`config.mk`:
```
export PLATFORM = sky130hd
export DESIGN_NAME = lsr_byte_collector
export DESIGN_NICKNAME = d
export VERILOG_FILES = /design/src/rtl/lsr_byte_collector.sv
export SDC_FILE = /design/constraint.sdc
export NUM_CORES = 1
export LEC_CHECK = 0
export ABC_CLOCK_PERIOD_IN_PS = 2300
export BUFFER_PORTS_ARGS = -buffer_cell sky130_fd_sc_hd__buf_2
export CAP_MARGIN = 25
export CORE_MARGIN = 4
export CORE_UTILIZATION = 53
export DETAILED_ROUTE_END_ITERATION = 16
export PLACE_DENSITY = 0.75
export SLEW_MARGIN = 25
export SYNTH_ARGS = -nofsm -noshare
export SYNTH_HDL_FRONTEND = slang
export SYNTH_SLANG_ARGS = --single-unit
```
`constraint.sdc`:
```
create_clock -name clk -period 2.3 [get_ports clk]
set_clock_uncertainty 0.1 [all_clocks]
set_input_delay 0.23 -clock clk [delete_from_list [all_inputs] [get_ports clk]]
set_output_delay 0.23 -clock clk [all_outputs]
set_load 0.01 [all_outputs]
```
`src/rtl/lsr_byte_collector.sv`:
```
// Collects 4-bit nibbles from an upstream left shift register into bytes and buffers them in a FIFO.
// Optional dropped-byte counter port enabled by defining LSR_COLL_DROP_CNT_EN.
module lsr_byte_collector #(
  parameter int DEPTH = 4
) (
  input  logic       clk,
  input  logic       rst,
  input  logic [3:0] lsr_q,
  input  logic       lsr_shift,
  input  logic       lsr_ld,
  output logic [7:0] out_data,
  output logic       out_valid,
  input  logic       out_ready,
  output logic       ovf,
  input  logic       ovf_clr
`ifdef LSR_COLL_DROP_CNT_EN
  ,
  output logic [7:0] drop_cnt
`endif
);

  localparam int AW = (DEPTH > 1) ? $clog2(DEPTH) : 1;
  localparam int CW = AW + 1;

  typedef enum logic {
    HI = 1'b0,
    LO = 1'b1
  } phase_e;

  logic [1:0]    bit_cnt_q, bit_cnt_d;
  logic          cap_pend_q, cap_pend_d;
  phase_e        phase_q, phase_d;
  logic [3:0]    hi_nib_q, hi_nib_d;
  logic [AW-1:0] wr_ptr_q, wr_ptr_d;
  logic [AW-1:0] rd_ptr_q, rd_ptr_d;
  logic [CW-1:0] count_q, count_d;
  logic          ovf_q, ovf_d;
  logic [7:0]    mem_q [DEPTH];

  logic capture;
  logic push_req;
  logic push_ok;
  logic pop;
  logic full;
  logic drop;

  always_ff @(posedge clk or negedge rst) begin
    if (!rst) begin
      bit_cnt_q  <= '0;
      cap_pend_q <= 1'b0;
      phase_q    <= HI;
      hi_nib_q   <= '0;
      wr_ptr_q   <= '0;
      rd_ptr_q   <= '0;
      count_q    <= '0;
      ovf_q      <= 1'b0;
    end else begin
      bit_cnt_q  <= bit_cnt_d;
      cap_pend_q <= cap_pend_d;
      phase_q    <= phase_d;
      hi_nib_q   <= hi_nib_d;
      wr_ptr_q   <= wr_ptr_d;
      rd_ptr_q   <= rd_ptr_d;
      count_q    <= count_d;
      ovf_q      <= ovf_d;
    end
  end

  // A load discards everything in flight; a wrap on the 4th shift arms a capture for the next edge.
  always_comb begin
    bit_cnt_d  = bit_cnt_q;
    cap_pend_d = 1'b0;
    phase_d    = phase_q;
    hi_nib_d   = hi_nib_q;
    wr_ptr_d   = wr_ptr_q;
    rd_ptr_d   = rd_ptr_q;
    count_d    = count_q;
    ovf_d      = ovf_q;

    capture  = cap_pend_q && !lsr_ld;
    push_req = capture && (phase_q == LO);
    pop      = out_valid && out_ready;
    full     = (count_q == CW'(DEPTH));
    push_ok  = push_req && (!full || pop);
    drop     = push_req && full && !pop;

    if (lsr_ld) begin
      bit_cnt_d = '0;
      phase_d   = HI;
    end else begin
      if (lsr_shift) begin
        bit_cnt_d  = bit_cnt_q + 2'd1;
        cap_pend_d = (bit_cnt_q == 2'd3);
      end
      if (capture) begin
        case (phase_q)
          HI: begin
            hi_nib_d = lsr_q;
            phase_d  = LO;
          end
          LO: phase_d = HI;
          default: phase_d = HI;
        endcase
      end
    end

    if (push_ok) wr_ptr_d = wr_ptr_q + AW'(1);
    if (pop) rd_ptr_d = rd_ptr_q + AW'(1);
    count_d = count_q + {{(CW-1){1'b0}}, push_ok} - {{(CW-1){1'b0}}, pop};

    if (drop) ovf_d = 1'b1;
    else if (ovf_clr) ovf_d = 1'b0;
  end

  // Storage is reset so the head reads as zero while empty after reset.
  always_ff @(posedge clk or negedge rst) begin
    if (!rst) begin
      for (int i = 0; i < DEPTH; i++) mem_q[i] <= '0;
    end else if (push_ok) begin
      mem_q[wr_ptr_q] <= {hi_nib_q, lsr_q};
    end
  end

`ifdef LSR_COLL_DROP_CNT_EN
  logic [7:0] drop_cnt_q, drop_cnt_d;

  always_comb begin
    drop_cnt_d = drop_cnt_q;
    if (drop) begin
      if (ovf_clr) drop_cnt_d = 8'd1;
      else if (drop_cnt_q != 8'hFF) drop_cnt_d = drop_cnt_q + 8'd1;
    end else if (ovf_clr) begin
      drop_cnt_d = '0;
    end
  end

  always_ff @(posedge clk or negedge rst) begin
    if (!rst) drop_cnt_q <= '0;
    else drop_cnt_q <= drop_cnt_d;
  end

  assign drop_cnt = drop_cnt_q;
`endif

  assign out_data  = mem_q[rd_ptr_q];
  assign out_valid = (count_q != '0);
  assign ovf       = ovf_q;

endmodule

```
* Yosys cells after proc, flatten, opt, wreduce, memory -nomap -nowiden
Cells that the tools add are included.
** Storage, ports and cells
- Register bits :: 48
- Input bits :: 10
- Logic and storage cells :: 57
** Operators by class
- $add $sub $neg :: 5
- Order comparisons :: 3
- Equal/unequal tests :: 2
- Mux-type cells :: 15
- Bitwise logic cells :: 4
- Reductions and logical operators :: 16
** Operator list (number)
- $bwmux W32 :: 1
- $mux W8 :: 3
- $bmux W8 S2 :: 1
- $demux W8 S2 :: 1
- $logic_and A1 B1 Y1 :: 7
- $add A2 B1 Y2 const B :: 3
- $ge A3 B3 Y1 const B :: 2
- $mux W1 :: 6
- $not A2 Y3 :: 2
- $reduce_bool A2 Y1 :: 3
- $mux W2 :: 2
- $add A3 B1 Y3 :: 1
- $eq A3 B3 Y1 const B :: 1
- $logic_not A1 Y1 :: 3
- $lt A3 B1 Y1 const B :: 1
- $reduce_and A3 Y1 :: 1
- $reduce_bool A3 Y1 :: 1
- $sub A3 B1 Y3 :: 1
- $eq A2 B2 Y1 const B :: 1
- $not A1 Y1 :: 2
- $pmux W1 S2 :: 1
- $logic_or A1 B1 Y1 :: 1

* Logic depth before layout (Yosys ltp)
- Word-level depth :: 6
- Gate-level depth with buffers :: 10
- Gate-level depth less buffers :: 9

* Worst setup path after synthesis
OpenSTA, ideal clock, no wires.
- Path kind :: reg-to-reg
- From :: reg count_q[1]
- To :: reg count_q[2]
- Setup time :: 0.123 ns
- Arrival time :: 2.234 ns
- Data required time :: 2.077 ns
- Path slack :: -0.157 ns
- Stages on the path, launching flop included :: 11
- Buffers on the path :: 1
- Clock period less this slack :: 2.457 ns
- Path through :: dfrtp_1 or4b_4 buf_6 nand2_2 ha_1 inv_1 ha_1 inv_1 fa_1 xnor2_1 xnor2_1
** On the way
- Word-level cells in the longest chain between the ends :: 6
- Elaborated cells between the ends (all ways) :: 8
- Those cells by class :: add/sub: 2; eq/ne: 1; reduce/logical: 5
** RTL lines
- start: declaration :: line 36 : logic [CW-1:0] count_q, count_d;
- start signal: assignment :: line 64 : count_q <= count_d;
- $eq A3 B3 Y1 / $reduce_bool A3 Y1 (equally long branches) :: line 83, 146
- $logic_not A1 Y1 / $logic_and A1 B1 Y1 (equally long branches) :: line 84, 82
- $logic_or A1 B1 Y1 :: line 84 : push_ok = push_req && (!full || pop);
- $logic_and A1 B1 Y1 :: line 84
- $add A3 B1 Y3 :: line 109 : count_d = count_q + {{(CW-1){1'b0}}, push_ok} - {{(CW-1){1'b0}}, pop};
- $sub A3 B1 Y3 * :: line 109
- named net count_d[2] :: line 36
Mark *: on every way through the listed nets, which the timed path passes. The rest lies on a longest branch.
A chain may end at the register's enable or synchronous reset.

* Worst setup path in the final report
Ends and elaborated chain as after synthesis.

==> impl_metrics.json <==
{
  "slew_viol_final": 0,
  "cts.path.max_buffers": 2,
  "synth_simple_gate_area_share": 0.0588,
  "clock.fmax_mhz": 439,
  "via_per_inst": 5.35,
  "status": "finished, final reports clean",
  "end_kind": "register",
  "antenna_found_initial": 0,
  "synthTopCellsByArea": "dfrtp_1, mux2_4, mux4_2",
  "numCtsBuffers": 5,
  "rsz0062_at_grt": "true",
  "ys_seq_area_frac": 0.523,
  "fin_nets": 187,
  "min_period_ns": 2.28,
  "critPathLaunchType": "register",
  "synth_common_cells": "dfrtp_1, mux2_4, mux4_2",
  "hpwl_microns": 2840,
  "r2r-start": "count_q[1]",
  "route.detailed.drc": 0,
  "htreeDepth": 2,
  "hold_path.startpoint": "ovf_clr",
  "relSlewSlack": 0.690,
  "diodes": 0,
  "synth_xor_area_frac": 0.0267,
  "pwr-share-comb": 0.232,
  "die_h_microns": 73.9,
  "port_buffers": 19,
  "first_pass_iters": 4,
  "grt_usage": 0.166,
  "post_cts_buffers": 0,
  "die_x_microns": 73.9,
  "grt_pass1_wl_microns": 6660,
  "ios": 20,
  "synth_cells": 137,
  "worstHoldPathType": "in -> reg",
  "multiInputGateArea_sq_um": 1090,
  "fin_setup_tns_ns": 0,
  "seq_area_sq_um": 1200,
  "start_util": 0.562,
  "cts_root_buf": "clkbuf_8",
  "reg2regPathDepth": 9,
  "drtAntennaViolNets": 0,
  "clk_pin_slew_worst_paths_ns": 0.08,
  "clkSinkCount": 48,
  "syn_area_per_cell_sq_um": 16.8,
  "core_sq_um": 4090,
  "post_cts_resized": 0,
  "leakagePower_uw": 0.00135,
  "min_period_over_period": 0.989,
  "syn_area_sq_um": 2300,
  "vias": 1171,
  "synth_warnings": 0,
  "pwr-share-seq": 0.518,
  "crit_required_ns": 2.38,
  "swShare": 0.289,
  "ys.flop_type": "dfrtp_1",
  "cts_tree": "done",
  "synth_fa_ha_area_frac": 0.0468,
  "p_switching_uw": 547,
  "dieArea_sq_um": 5450,
  "arrival_ns": 2.36,
  "gp_congestion": 0.789,
  "synth_mux_area_frac": 0.316,
  "worst-path-max-fanout": 2,
  "ff2ff_setup_slack_ns": 0.02,
  "syn2layout_area_growth_pct": 14.3,
  "drtIter0Drc": 57,
  "p_int_uw": 1350,
  "cp-endpoint": "count_q[2]",
  "tightest_slew_ns": 0.465,
  "synthArstFlopShare": 1.00,
  "grt_pass1_vias": 1336,
  "avgRoutedWirePerCell_microns": 17.7,
  "yosysMostFrequentCell": "dfrtp_1",
  "total_power_uw": 1890,
  "synth_top_family_by_area": "multiplexers",
  "synth-edff-count": 0,
  "clkPwrFrac": 0.250,
  "startpoint": "count_q[1]",
  "hold_viol": 0,
  "vdd_drop_max_uv": 395,
  "grt_max_degree": 39,
  "drive_gt1_frac": 0.538,
  "rows": 23,
  "finalSetupViolations": 0,
  "crit_type": "reg -> reg",
  "max-cap-violations": 0,
  "ys_seq_elements": 48,
  "postPlaceCellArea_sq_um": 2540,
  "r2r-end": "count_q[2]",
  "grt-ovfl-total": 0,
  "synth_compound_area_frac": 0.00653,
  "fin_util": 0.643,
  "clock_latency_ns": 0.29,
  "stdcell_area_sq_um": 2630,
  "fillers": 292,
  "synth_top_cell_area_share": 0.523,
  "powerDensity_nw_per_um2": 721,
  "synth.distinct_cells": 24,
  "synth_area_leader_cell": "dfrtp_1",
  "detail_route.wirelength_microns": 3880,
  "synth_nets": 155
}
[critical path, cell delays in order (launching register included)]
cell and delay (ns):
dfrtp_2 0.40, or4b_4 0.54, nand2_4 0.09, ha_4 0.19, inv_2 0.06, ha_4 0.11, inv_2 0.03, fa_2 0.35
xnor2_2 0.15, xnor2_1 0.13
[through the flow]
| stage | setup slack, ns | std cells | hold WS (ns) |
|---|---|---|---|
| 2_1_floorplan | -0.138 | 137 | -0.166 |
| 3_3_place_gp | 0.0616 | 211 | 0.00617 |
| 3_5_place_dp | -0.0555 | 211 | 0.0149 |
| 4_1_cts | 0.00616 | 219 | 0.0268 |
| 5_1_grt | -0.0685 | 219 | 0.0252 |
| 6_report | 0.0243 | 219 | 0.0350 |
[routing by layer]
layer,track usage,part of all wire
met1,0.222,0.46
met2,0.263,0.49
met3,0.0479,0.043
met4,0.0483,0.013
met5,0,0
[cells in the final DEF, fill, tap and decap left out, types with 4 or more instances in the layout]
cell / n
ha_1: 5
dfrtp_1: 47
mux2_4: 32
buf_4: 9
xnor2_1: 5
inv_1: 5
mux2_2: 4
clkbuf_8: 5
buf_2: 19
nand3_4: 4
nor2_1: 4
mux4_2: 8
[logic make-up (layout without fill, tap and decap cells)]
kind of cell               Yosys count  count (layout)
DFF                                 48              48
muxes                               46              46
and+or+nand+nor                     15              15
buffers and inverters               11              43
adders and majority gates            8               8
xor gates and xnor gates             7               7
AOI/OAI and AO/OA                    2               2
[final cells by class]
class                      count  area share
clock buffer                   6      0.0276
clock inverter                 1     0.00190
inverter                       7      0.0100
multi-input combinational     78       0.413
sequential                    48       0.458
tap                           50      0.0238
timing repair buffer          29      0.0657
[what timing repair did]
action	4_1_cts	5_1_grt
hold buffers	1	0
pin swaps	4	0
setup endpoints to repair	1	1
hold endpoints to repair	10	0
[power groups by stage]
stage	clock [uW]	sequential, uW	combinational [uW]
floorplan	0	971	318
global placement	0	993	413
detailed placement	0	998	451
CTS	483	981	451
global route	522	992	488
finish	473	981	440
[flip-flops by register name, indices dropped and copies added (netlist names)]
| signal | flops |
|---|---|
| cap_pend_q | 1 |
| hi_nib_q | 4 |
| wr_ptr_q | 2 |
| mem_q | 32 |
| count_q | 3 |
| rd_ptr_q | 2 |
| phase_q | 1 |
| bit_cnt_q | 2 |
| ovf | 1 |
[worst min path at each step]
stage	end	slack, ns	depth (start not counted)
after floorplan	bit_cnt_q[0]	-0.17	0
after detailed placement	mem_q[27]	0.01	1
after global routing	ovf	0.03	2
after global placement	mem_q[27]	0.006	1
final	ovf	0.03	2
after CTS	ovf	0.03	2
(Power assumes the default switching activity.)
